==> src/rtl/mc_ctrl.sv <==
// mc_ctrl: multi-cycle FETCH/DECODE/EXEC/MEM/WB control unit driving the
// datapath enables, mux selects and the 6-bit ALU function code.
// Optional feature: define MC_CTRL_JAL_EN to support jal (opcode 000011);
// without it jal decodes as illegal and traps.
// Only the state register is stored; every control output is decoded
// combinationally from the state, the instruction and the handshake inputs,
// so an asynchronous reset forces all outputs low immediately.
module mc_ctrl (
  input  logic        clk,
  input  logic        nrst,
  input  logic [31:0] inst,
  input  logic        imem_rdy,
  input  logic        dmem_rdy,
  input  logic [31:0] alu_res,
  output logic        imem_req,
  output logic        ir_en,
  output logic        pc_en,
  output logic [1:0]  pc_sel,
  output logic [5:0]  alu_op,
  output logic        alu_srcb,
  output logic        dmem_req,
  output logic        dmem_wr,
  output logic        rf_wr,
  output logic [1:0]  rf_dst_sel,
  output logic [1:0]  rf_wd_sel,
  output logic        illegal,
  output logic [2:0]  state
);

  typedef enum logic [2:0] {
    ST_IDLE   = 3'd0,
    ST_FETCH  = 3'd1,
    ST_DECODE = 3'd2,
    ST_EXEC   = 3'd3,
    ST_MEM    = 3'd4,
    ST_WB     = 3'd5,
    ST_TRAP   = 3'd7
  } state_e;

  // Instruction class, resolved once from opcode/funct
  typedef enum logic [3:0] {
    CLS_ILL  = 4'd0,
    CLS_RALU = 4'd1,
    CLS_JR   = 4'd2,
    CLS_ADDI = 4'd3,
    CLS_LW   = 4'd4,
    CLS_SW   = 4'd5,
    CLS_BEQ  = 4'd6,
    CLS_BNE  = 4'd7,
    CLS_J    = 4'd8,
    CLS_JAL  = 4'd9
  } cls_e;

  localparam logic [5:0] OP_RTYPE = 6'b000000;
  localparam logic [5:0] OP_ADDI  = 6'b001000;
  localparam logic [5:0] OP_LW    = 6'b100011;
  localparam logic [5:0] OP_SW    = 6'b101011;
  localparam logic [5:0] OP_BEQ   = 6'b000100;
  localparam logic [5:0] OP_BNE   = 6'b000101;
  localparam logic [5:0] OP_J     = 6'b000010;
  localparam logic [5:0] OP_JAL   = 6'b000011;

  localparam logic [5:0] FN_ADD   = 6'b100000;
  localparam logic [5:0] FN_SUB   = 6'b100010;
  localparam logic [5:0] FN_SLT   = 6'b101010;
  localparam logic [5:0] FN_SLL   = 6'b000000;
  localparam logic [5:0] FN_SRL   = 6'b000010;
  localparam logic [5:0] FN_JR    = 6'b001000;

  localparam logic [5:0] ALU_ADD  = 6'b100000;
  localparam logic [5:0] ALU_BEQ  = 6'b000100;
  localparam logic [5:0] ALU_BNE  = 6'b000101;

  state_e     r_state;
  cls_e       w_cls;
  logic [5:0] w_opcode;
  logic [5:0] w_funct;
  logic       w_taken;
  logic       w_unused;

  assign w_opcode = inst[31:26];
  assign w_funct  = inst[5:0];
  assign w_taken  = alu_res[0];
  assign state    = r_state;

  // Register fields and upper ALU result bits are not needed for control
  assign w_unused = ^{inst[25:6], alu_res[31:1]};

  // Classify the instruction; anything not listed is illegal
  always_comb begin
    w_cls = CLS_ILL;
    case (w_opcode)
      OP_RTYPE: begin
        case (w_funct)
          FN_ADD, FN_SUB, FN_SLT, FN_SLL, FN_SRL: w_cls = CLS_RALU;
          FN_JR:                                  w_cls = CLS_JR;
          default:                                w_cls = CLS_ILL;
        endcase
      end
      OP_ADDI: w_cls = CLS_ADDI;
      OP_LW:   w_cls = CLS_LW;
      OP_SW:   w_cls = CLS_SW;
      OP_BEQ:  w_cls = CLS_BEQ;
      OP_BNE:  w_cls = CLS_BNE;
      OP_J:    w_cls = CLS_J;
`ifdef MC_CTRL_JAL_EN
      OP_JAL:  w_cls = CLS_JAL;
`else
      OP_JAL:  w_cls = CLS_ILL;
`endif
      default: w_cls = CLS_ILL;
    endcase
  end

  // Sequencer: advance one instruction phase per cycle, waiting on memory handshakes
  always_ff @(posedge clk or negedge nrst) begin
    if (!nrst) begin
      r_state <= ST_IDLE;
    end else begin
      case (r_state)
        ST_IDLE: r_state <= ST_FETCH;
        ST_FETCH: begin
          if (imem_rdy) begin
            r_state <= ST_DECODE;
          end else begin
            r_state <= ST_FETCH;
          end
        end
        ST_DECODE: begin
          if (w_cls == CLS_ILL) begin
            r_state <= ST_TRAP;
          end else begin
            r_state <= ST_EXEC;
          end
        end
        ST_EXEC: begin
          case (w_cls)
            CLS_RALU, CLS_ADDI, CLS_JAL: r_state <= ST_WB;
            CLS_LW, CLS_SW:              r_state <= ST_MEM;
            default:                     r_state <= ST_FETCH;
          endcase
        end
        ST_MEM: begin
          if (dmem_rdy) begin
            if (w_cls == CLS_LW) begin
              r_state <= ST_WB;
            end else begin
              r_state <= ST_FETCH;
            end
          end else begin
            r_state <= ST_MEM;
          end
        end
        ST_WB:   r_state <= ST_FETCH;
        ST_TRAP: r_state <= ST_TRAP;
        default: r_state <= ST_IDLE;
      endcase
    end
  end

  // Decode datapath controls from the current phase and instruction class
  always_comb begin
    imem_req   = 1'b0;
    ir_en      = 1'b0;
    pc_en      = 1'b0;
    pc_sel     = 2'd0;
    alu_op     = 6'd0;
    alu_srcb   = 1'b0;
    dmem_req   = 1'b0;
    dmem_wr    = 1'b0;
    rf_wr      = 1'b0;
    rf_dst_sel = 2'd0;
    rf_wd_sel  = 2'd0;
    illegal    = 1'b0;
    case (r_state)
      ST_FETCH: begin
        imem_req = 1'b1;
        if (imem_rdy) begin
          ir_en  = 1'b1;
          pc_en  = 1'b1;
          pc_sel = 2'd0;
        end else begin
          ir_en  = 1'b0;
          pc_en  = 1'b0;
        end
      end
      ST_EXEC: begin
        case (w_cls)
          CLS_RALU: begin
            alu_op   = w_funct;
            alu_srcb = 1'b0;
          end
          CLS_JR: begin
            pc_en  = 1'b1;
            pc_sel = 2'd3;
          end
          CLS_ADDI, CLS_LW, CLS_SW: begin
            alu_op   = ALU_ADD;
            alu_srcb = 1'b1;
          end
          CLS_BEQ: begin
            alu_op = ALU_BEQ;
            pc_sel = 2'd1;
            pc_en  = w_taken;
          end
          CLS_BNE: begin
            alu_op = ALU_BNE;
            pc_sel = 2'd1;
            pc_en  = w_taken;
          end
          CLS_J, CLS_JAL: begin
            pc_en  = 1'b1;
            pc_sel = 2'd2;
          end
          default: begin
            pc_en = 1'b0;
          end
        endcase
      end
      ST_MEM: begin
        // Address operands stay selected for the whole access
        dmem_req = 1'b1;
        dmem_wr  = (w_cls == CLS_SW);
        alu_op   = ALU_ADD;
        alu_srcb = 1'b1;
      end
      ST_WB: begin
        case (w_cls)
          CLS_RALU: begin
            rf_wr      = 1'b1;
            rf_dst_sel = 2'd1;
            rf_wd_sel  = 2'd0;
            alu_op     = w_funct;
          end
          CLS_ADDI: begin
            rf_wr      = 1'b1;
            rf_dst_sel = 2'd0;
            rf_wd_sel  = 2'd0;
            alu_op     = ALU_ADD;
            alu_srcb   = 1'b1;
          end
          CLS_LW: begin
            rf_wr      = 1'b1;
            rf_dst_sel = 2'd0;
            rf_wd_sel  = 2'd1;
          end
          CLS_JAL: begin
            rf_wr      = 1'b1;
            rf_dst_sel = 2'd2;
            rf_wd_sel  = 2'd2;
          end
          default: begin
            rf_wr = 1'b0;
          end
        endcase
      end
      ST_TRAP: begin
        illegal = 1'b1;
      end
      default: begin
        illegal = 1'b0;
      end
    endcase
  end

endmodule

==> config.mk <==
export PLATFORM = sky130hd
export DESIGN_NAME = mc_ctrl
export DESIGN_NICKNAME = d
export VERILOG_FILES = /design/src/rtl/mc_ctrl.sv
export SDC_FILE = /design/constraint.sdc
export NUM_CORES = 1
export LEC_CHECK = 0
export CAP_MARGIN = 20
export CELL_PAD_IN_SITES_DETAIL_PLACEMENT = 2
export CELL_PAD_IN_SITES_GLOBAL_PLACEMENT = 2
export CORE_MARGIN = 5
export CORE_UTILIZATION = 10
export CTS_BUF_LIST = sky130_fd_sc_hd__clkbuf_4 sky130_fd_sc_hd__clkbuf_8
export DETAILED_ROUTE_END_ITERATION = 16
export GPL_ROUTABILITY_DRIVEN = 0
export GPL_TIMING_DRIVEN = 0
export PLACE_DENSITY = 0.95
export SYNTH_ARGS = -nofsm -noshare
export SYNTH_HDL_FRONTEND = slang
export SYNTH_SLANG_ARGS = --single-unit
==> constraint.sdc <==
create_clock -name clk -period 2.3 [get_ports clk]
set_clock_uncertainty 0.2 [all_clocks]
set_input_delay 0.46 -clock clk [delete_from_list [all_inputs] [get_ports clk]]
set_output_delay 0.46 -clock clk [all_outputs]
set_load 0.05 [all_outputs]
==> results of run 1 <==
[metrics by stage]
step	TNS, ps	worst slack (ps)
3_5_place_dp	-18560	-1550
5_1_grt	-3870	-404
6_report	-3080	-360
3_3_place_gp	-17270	-1460
2_1_floorplan	-1050	-358
4_1_cts	-3600	-447
[synthesized netlist by cell type (all sizes together)]
cell     count
inv          4
or3          1
a31o         1
a21o         2
o21ai        2
a21boi       2
nor4         1
nor4b        2
nand2b       1
nor3         1
nand4bb      1
mux2i        1
a21oi        6
a31oi        1
nor2        10
nand3        3
a211oi       2
or4b         2
nand2        8
a22oi        1
o22ai        1
nor3b        1
and2         4
xor2         1
a211o        1
nand4b       3
o211ai       1
clkbuf       4
o311ai       1
o21bai       1
dfrtp        3
o41ai        1
and3         4
conb         1
nor2b        2
or4          1
buf          6
[layer usage]
metal  vias up  part of all wire, %  GRT usage (%)
met1       453                   38           11.1
met2        28                   57           18.2
met3         3                  4.2           1.14
met4         0                 0.77           2.51
li1        443                    -              -
met5         -                    0              0
[worst max-delay path: stages]
cell	delay, ps
buf_6	90
buf_6	100
buf_6	100
buf_6	120
buf_4	130
o21bai_4	170
a21oi_4	260
a31oi_4	140
buf_6	140
o21ai_4	110
buf_6	170
[power by group]
| group | switching (mW) | internal, mW | leakage (nW) | total [mW] |
|---|---|---|---|---|
| sequential | 0.0405 | 0.0817 | 0.0328 | 0.122 |
| combinational | 0.543 | 0.297 | 0.629 | 0.840 |
| clock | 0.0424 | 0.131 | 0.0262 | 0.173 |
| total | 0.625 | 0.510 | 0.688 | 1.14 |
[worst paths after layout]
check | end | slack [ps] | start | cells after the start
max in group asynchronous | state[1] | 1520 | nrst | 1
max | pc_en | -360 | inst[29] | 11
min in group clk | state[1] | 430 | state[2] | 1
min reg2reg | state[1] | 430 | state[2] | 1
min | state[0] | 220 | nrst | 1
max reg2reg | state[2] | 740 | state[1] | 6
[repair_timing]
action / 4_1_cts / 5_1_grt
pin swaps: 18 / 15
gates resized for setup: 176 / 19
buffers inserted: 20 / 5
setup endpoints to repair: 18 / 15
[logic make-up after synthesis]
group           Yosys count
compound gates           23
xor+xnor                  1
buf+inv                  14
flops                     3
mux                       1
other cells               1
simple gates             45
[final cells by class]
cell class                      instances  share of cell area (%)
Inverter                                4                    1.02
Timing Repair Buffer                   58                    35.2
Clock buffer                            4                    2.84
Multi-Input combinational cell         73                    46.0
Tap cell                               75                    5.47
Sequential cell                         3                    4.60
Buffer                                  9                    4.89
==> run summary, run 1 <==
The run finished, with violations left. The checks that failed: negative setup slack. The post-layout minimum cycle time came out at ~2700 ps. The path class of the tightest hold or removal check is in2async. The clock edge transition at the registers on the reported setup and hold paths is about 30 ps. The later pin in the worst-skew pair is clocked with a latency of approximately 230 ps. The post-route DRC violation count is 0. The initial antenna violation count came out at 0. The post-synthesis instance total is 88. The TritonCTS clock tree is yes.

The number of max-cap violations came out at 0. The fraction of the mapped netlist area in adder cells came out at 0%. Sorting the synthesized cells by area gives the leading types as dfrtp_1 (13%), nor2_1 (6.3%), a21oi_1 (5.0%). The flip-flop count of the largest register, all copies and words added is 3.

The power consumption is between 1 and 1.5 mW. The total global routing track utilization came out at a little under a tenth. Dividing the detail-routed wire length by the instance count gives 16.1 um. The final layout net count is between 200 and 250. The final number of hold-violating endpoints came out at 0.

The total count of max-transition violations in the final report is 0. Sequential elements use roughly 13% of the synthesized area. The number of cells after detailed placement came out at slightly below 200. The cell accounting for the most synthesized area is dfrtp_1. In this run the remaining antenna-violating nets after routing total 0. The type of element launching the critical path is a primary input. The fmax is 376 MHz. The post-synthesis compound-gate area fraction came out at 27.1%. The synthesized area divided by synthesized cell count is 6.77 um^2. The hold-fix buffer count after cts came out at 0. Dividing total power by cell area gives a power density of between 600 and 700 nW/um^2. The post-synthesis share of cell area spent on xor and xnor gates came out at about 1.5%. Setup repair after global routing could not meet its margin everywhere.

The clock drives 3 sinks. Leaving out fill and tap cells, the most frequent cells in the layout are buf_4 (20), buf_6 (16), buf_8 (10), nor2_4 (8), clkdlybuf4s50_1 (7). The number of standard-cell rows in the floorplan is 28.

The share of layout cells above drive strength 1 is 68.9%. The minimum hold slack is 219 ps. The total area inside the core boundary comes to 5850 um^2.

By startpoint and endpoint, the worst setup path is classified as in2out. The total CTS buffers is 3. The total routed wirelength came out at about 3600 um. The final standard cell area without fillers came out at about 1700 um^2. The biggest fanout along the worst timing path is 5. The maximum buffer depth of the clock tree is 2. The die is roughly 87 um wide. The overall die height is a little under 90 um. The most common cell after layout, fill and taps aside is buf_4.

In this run the number of H-tree levels came out at 1. The die covers roughly 7600 um^2. The first-pass detailed-route iteration total is 4.

Of the post-synthesis cell area, the dominant cell type holds between 10% and 20%. The sequential cell area in the final layout came out at about 79 um^2. After the first detailed-routing iteration, the DRC count stood at between 40 and 50. In this run the static leakage power is 0.688 nW. The worst path uses 116% of the clock period. The via density per instance is between 4 and 5.

The count of input and output buffers is 34. The post-synthesis instance area is 596 um^2. The worst-margin pin slew came out at about 500 ps. IR analysis of the VDD net gives a maximum drop of 0.293 mV.

After synthesis, the share of cell area in mux cells is between 1.5 and 2%. The pin count of the biggest net entering global routing is 12. The distinct cell type count of the synthesized netlist came out at 40.

The headroom to the max-slew limit is 65.9%. The growth of design area from synthesis to finish is 188%. Counting flops and latches in the post-synthesis netlist gives 3. The area of the multi-input gates is between 700 and 800 um^2. 0 antenna diodes ended up in the layout. The total setup violations reported at the end of the flow came out at 12. The initial utilization of the core area, before any placement, comes to 10.2%. The detailed router placed approximately 900 vias in this run. The cell area after placement came out at approximately 1200 um^2.

The type of element capturing the critical path is a primary output. The finished layout holds approximately 230 standard cells, fillers aside. The least setup slack across all paths after layout came out at -360 ps. The number of global-route vias before repair is 1086. The total congestion overflow came out at 0. The wire-length estimate of the detail-placed layout is ~2300 um. After synthesis, the largest family of logic cells by area is simple AND/OR/NAND/NOR gates. The data required time of the worst path is approximately 1600 ps.

In this run the count of I/O pins placed on the die edge is ~90. The global-route wire length before repair is 5680 um. CTS placed an instance of clkbuf_8 at the clock tree root.

The number of synthesis warnings came out at 0. Cells fill between 20% and 30% of the core in the end. The fraction of the mapped netlist area in simple logic gates is about 44%.

The data arrival time of the critical path is 2000 ps. After filler insertion, the fill cell instance count of the layout stands at 622.
No activity file was read; power rests on OpenSTA's default activity.
==> inputs of run 2 (changes only) <==
ABC_AREA = 1   (was not set)
PLACE_DENSITY = not set   (was 0.95)
PLACE_DENSITY_LB_ADDON = 0.1   (was not set)
SLEW_MARGIN = 20   (was not set)
==> run 2 against run 1 <==
Effect of this change:
- the flow now finishes without violations
- sequential cell count did not move
- hold slack improved by 10 ps
- via count fell by 11%
- clock power down 6%
- synthesized cell count up 25%
- global-route usage decreased by 2.5 points
- non-clock buffer count shrank 25
- highest routed layer is now met3
- critical path type is now reg2out
- cell count rose by 1.8%
- setup slack improved by 430 ps
- largest power group unchanged
- first-iteration DRC count decreased by 86%
- area after synthesis increased by 5.5%
==> run summary, run 2 <==
The die footprint is 7970 um^2 (was 7600 um^2). The biggest fanout along the worst timing path came out at 4 (was 5). The detailed placement HPWL came out at 2410 um (was 2300 um). The most common cell after layout, fill and taps aside is nand2_1 (was buf_4).

The total global routing track utilization is 7.01% (was 9.55%). The synthesis-stage register bit count came out at 3 (unchanged). The type of element capturing the critical path was a primary output (unchanged).

The accumulated negative setup slack came out at 0 ps (was -3080 ps). The post-synthesis instance total is 110 (was 88). The number of H-tree levels came out at 1 (unchanged). The chip width was 89.3 um (was 87.2 um).

The data arrival time of the critical path is 1570 ps (was 2000 ps). The area of the placeable core came out at 6030 um^2 (was 5850 um^2). The final number of hold-violating endpoints was 0 (unchanged). The I/O pin total is 91 (unchanged). The areal power density over the cells is 817 nW/um^2 (was 662 nW/um^2). The distinct cell type count of the synthesized netlist came out at 24 (was 40). The cell accounting for the most synthesized area is nand2_1 (was dfrtp_1). The total count of max-transition violations in the final report is 0 (unchanged).

The number of global-route vias before repair was 949 (was 1086). The starting DRC count in detailed routing came out at 6 (was 43). The area share of the largest cell type after synthesis came out at 13.7% (was 12.6%). The overall die height is 89.3 um (was 87.2 um).

The total congestion overflow came out at 0 (unchanged). The final clock period utilization by the worst path was 97.0% (was 116%). The growth of design area from synthesis to finish is 97.8% (was 188%). The clock latency on the worst-skew pair was 210 ps (was 230 ps). Commonest cells after routing, fill and taps aside: nand2_1 (21), inv_2 (12), inv_1 (12), buf_4 (12), nor2_4 (9) (was buf_4 (20), buf_6 (16), buf_8 (10), nor2_4 (8), clkdlybuf4s50_1 (7)). The detail-routed net length per standard cell came out at 11.6 um (was 16.1 um).

The post-synthesis instance area is 628 um^2 (was 596 um^2). The proportion of synthesized chip area in sequential cells is 12.0% (was 12.6%). The clock edge transition at the registers on the reported setup and hold paths is 30 ps (about the same).

The number of enable-type register cells in the synthesized netlist is 0 (unchanged). The number of antenna cells inserted came to 0 (unchanged). The most used flip-flop cell after synthesis is dfrtp_1 (unchanged). The final core utilization came out at 20.6% (was 29.3%). The total CTS buffers came to 3 (unchanged). The leakage dissipation is 0.621 nW (was 0.688 nW). Top cells by instance count after synthesis: nand2_1 (23), inv_1 (19), nor2_1 (15) (was nor2_1 (10), nand2_1 (8), a21oi_1 (6)). The number of synthesis warnings is 0 (unchanged). The total vias in the final route is 828 (was 927).

The pin count of the biggest net entering global routing came out at 9 (was 12). The effective utilization at floorplan is 10.4% (was 10.2%). The flip-flop count of the largest register, all copies and words added is 3 (unchanged). The data required time of the worst path is 1640 ps (about the same).

The worst hold path class is in2async (unchanged). The number of max-cap violations came out at 0 (unchanged). The total setup violations reported at the end of the flow came to 0 (was 12).

Status: finished, final reports clean (was complete, but fails checks). The first-pass detailed-route iteration total is 2 (was 4). The worst IR drop on VDD was 0.607 mV (was 0.293 mV). The critical path class is reg2out (was in2out). The number of nets with antenna violations after routing is 0 (unchanged).

The global-route wire length before repair came out at 4460 um (was 5680 um). The hold-fix buffer count after cts came out at 0 (unchanged). The number of clock sinks is 3 (unchanged).

The type of element launching the critical path is a flop (was primary input). The via density per instance is 3.60 (was 4.10). The initial antenna violation count is 0 (unchanged). The cell with the most instances after synthesis is nand2_1 (was nor2_1). The register-to-register setup slack is 980 ps (was 740 ps). The buffer cell driving the clock tree root was clkbuf_8 (unchanged). The total routed wirelength was 2660 um (was 3650 um).

The TritonCTS clock tree was yes (unchanged). The synthesized area divided by synthesized cell count is 5.71 um^2 (was 6.77 um^2). The post-layout minimum cycle time came to 2230 ps (was 2660 ps). The count of input and output buffers came out at 36 (was 34). Synth top area cells: nand2_1 (14%), dfrtp_1 (12%), inv_1 (11%) (was dfrtp_1 (13%), nor2_1 (6.3%), a21oi_1 (5.0%)). The fmax is 448 MHz (was 376 MHz). The share of async-settable or async-resettable flops after synthesis is 100% (unchanged). RSZ-0062 raised after global routing: true (unchanged).

The maximum buffer depth of the clock tree was 2 (unchanged). The share of layout cells above drive strength 1 was 52.9% (was 68.9%). The number of standard-cell rows in the floorplan is 28 (unchanged). The post-route DRC violation count is 0 (unchanged). The final layout net count came out at 224 (was 220).
==> run 2: stage by stage <==
| step | power [mW] | hold WS, ps | instance area [um^2] | setup slack, ps | std cells |
|---|---|---|---|---|---|
| floorplan | 0.630 | -35.6 | 694 | -53.7 | 112 |
| global placement | 0.855 | 449 | 1150 | -954 | 223 |
| detailed placement | 0.869 | 453 | 1150 | -995 | 223 |
| CTS | 1.02 | 227 | 1230 | -16.3 | 229 |
| global route | 1.08 | 243 | 1240 | -7.74 | 230 |
| finish | 1.01 | 229 | 1240 | 69.5 | 230 |
==> run 2: final cells by class <==
| cell class | count | area [um^2] |
|---|---|---|
| flip-flops and latches | 3 | 78.8 |
| multi-input cells | 81 | 569 |
| fillers | 751 | 4780 |
| clock buffers | 4 | 48.8 |
| inverters | 25 | 96.3 |
| repair buffers | 39 | 333 |
| plain buffers | 3 | 22.5 |
| well taps | 75 | 93.8 |
==> run 2: worst max-delay path, cell delays in order (launching register included) <==
cell and delay [ps]:
dfrtp_2 440, inv_4 110, nand2_1 100, nor2_4 150, dlygate4sd2_1 540
==> run 2: per-layer routing <==
layer  global-route usage, %  vias up  wire length (um)
li1                        -      425                 -
met1                    8.38      387              1050
met2                    13.4       16              1500
met3                   0.553        0               109
met4                    1.62        0                 0
met5                       0        -                 0
==> run 2: power breakdown <==
| part | internal (mW) | leakage [nW] | switching, mW |
|---|---|---|---|
| Combinational | 0.214 | 0.562 | 0.502 |
| Clock | 0.130 | 0.0262 | 0.0318 |
| Sequential | 0.0843 | 0.0336 | 0.0534 |
==> run 2: final timing paths <==
check                         start        to  depth (start not counted)
setup / recovery           state[1]  dmem_req                          4
hold / removal                 nrst  state[1]                          1
setup reg to reg           state[1]  state[2]                          7
hold reg to reg            state[1]  state[0]                          3
max in group asynchronous      nrst  state[0]                          1
min in group clk           inst[30]  state[0]                          5
==> run 2: cell families (layout without fill, tap and decap cells) <==
logic type             count (synthesis)  after routing  synth area share, %
AO/OA/AOI/OAI                          7              7                 8.76
other                                  1              3                0.597
AND/OR/NAND/NOR                       71             71                 60.2
flip-flops                             3              3                 12.0
buffers and inverters                 28             71                 18.5
==> run 2: timing repair <==
item | CTS | global route
hold endpoints to repair | 0 | 0
gates resized for setup | 123 | 24
buffers inserted | 2 | 1
setup endpoints to repair | 17 | 13
pin swaps | 16 | 14
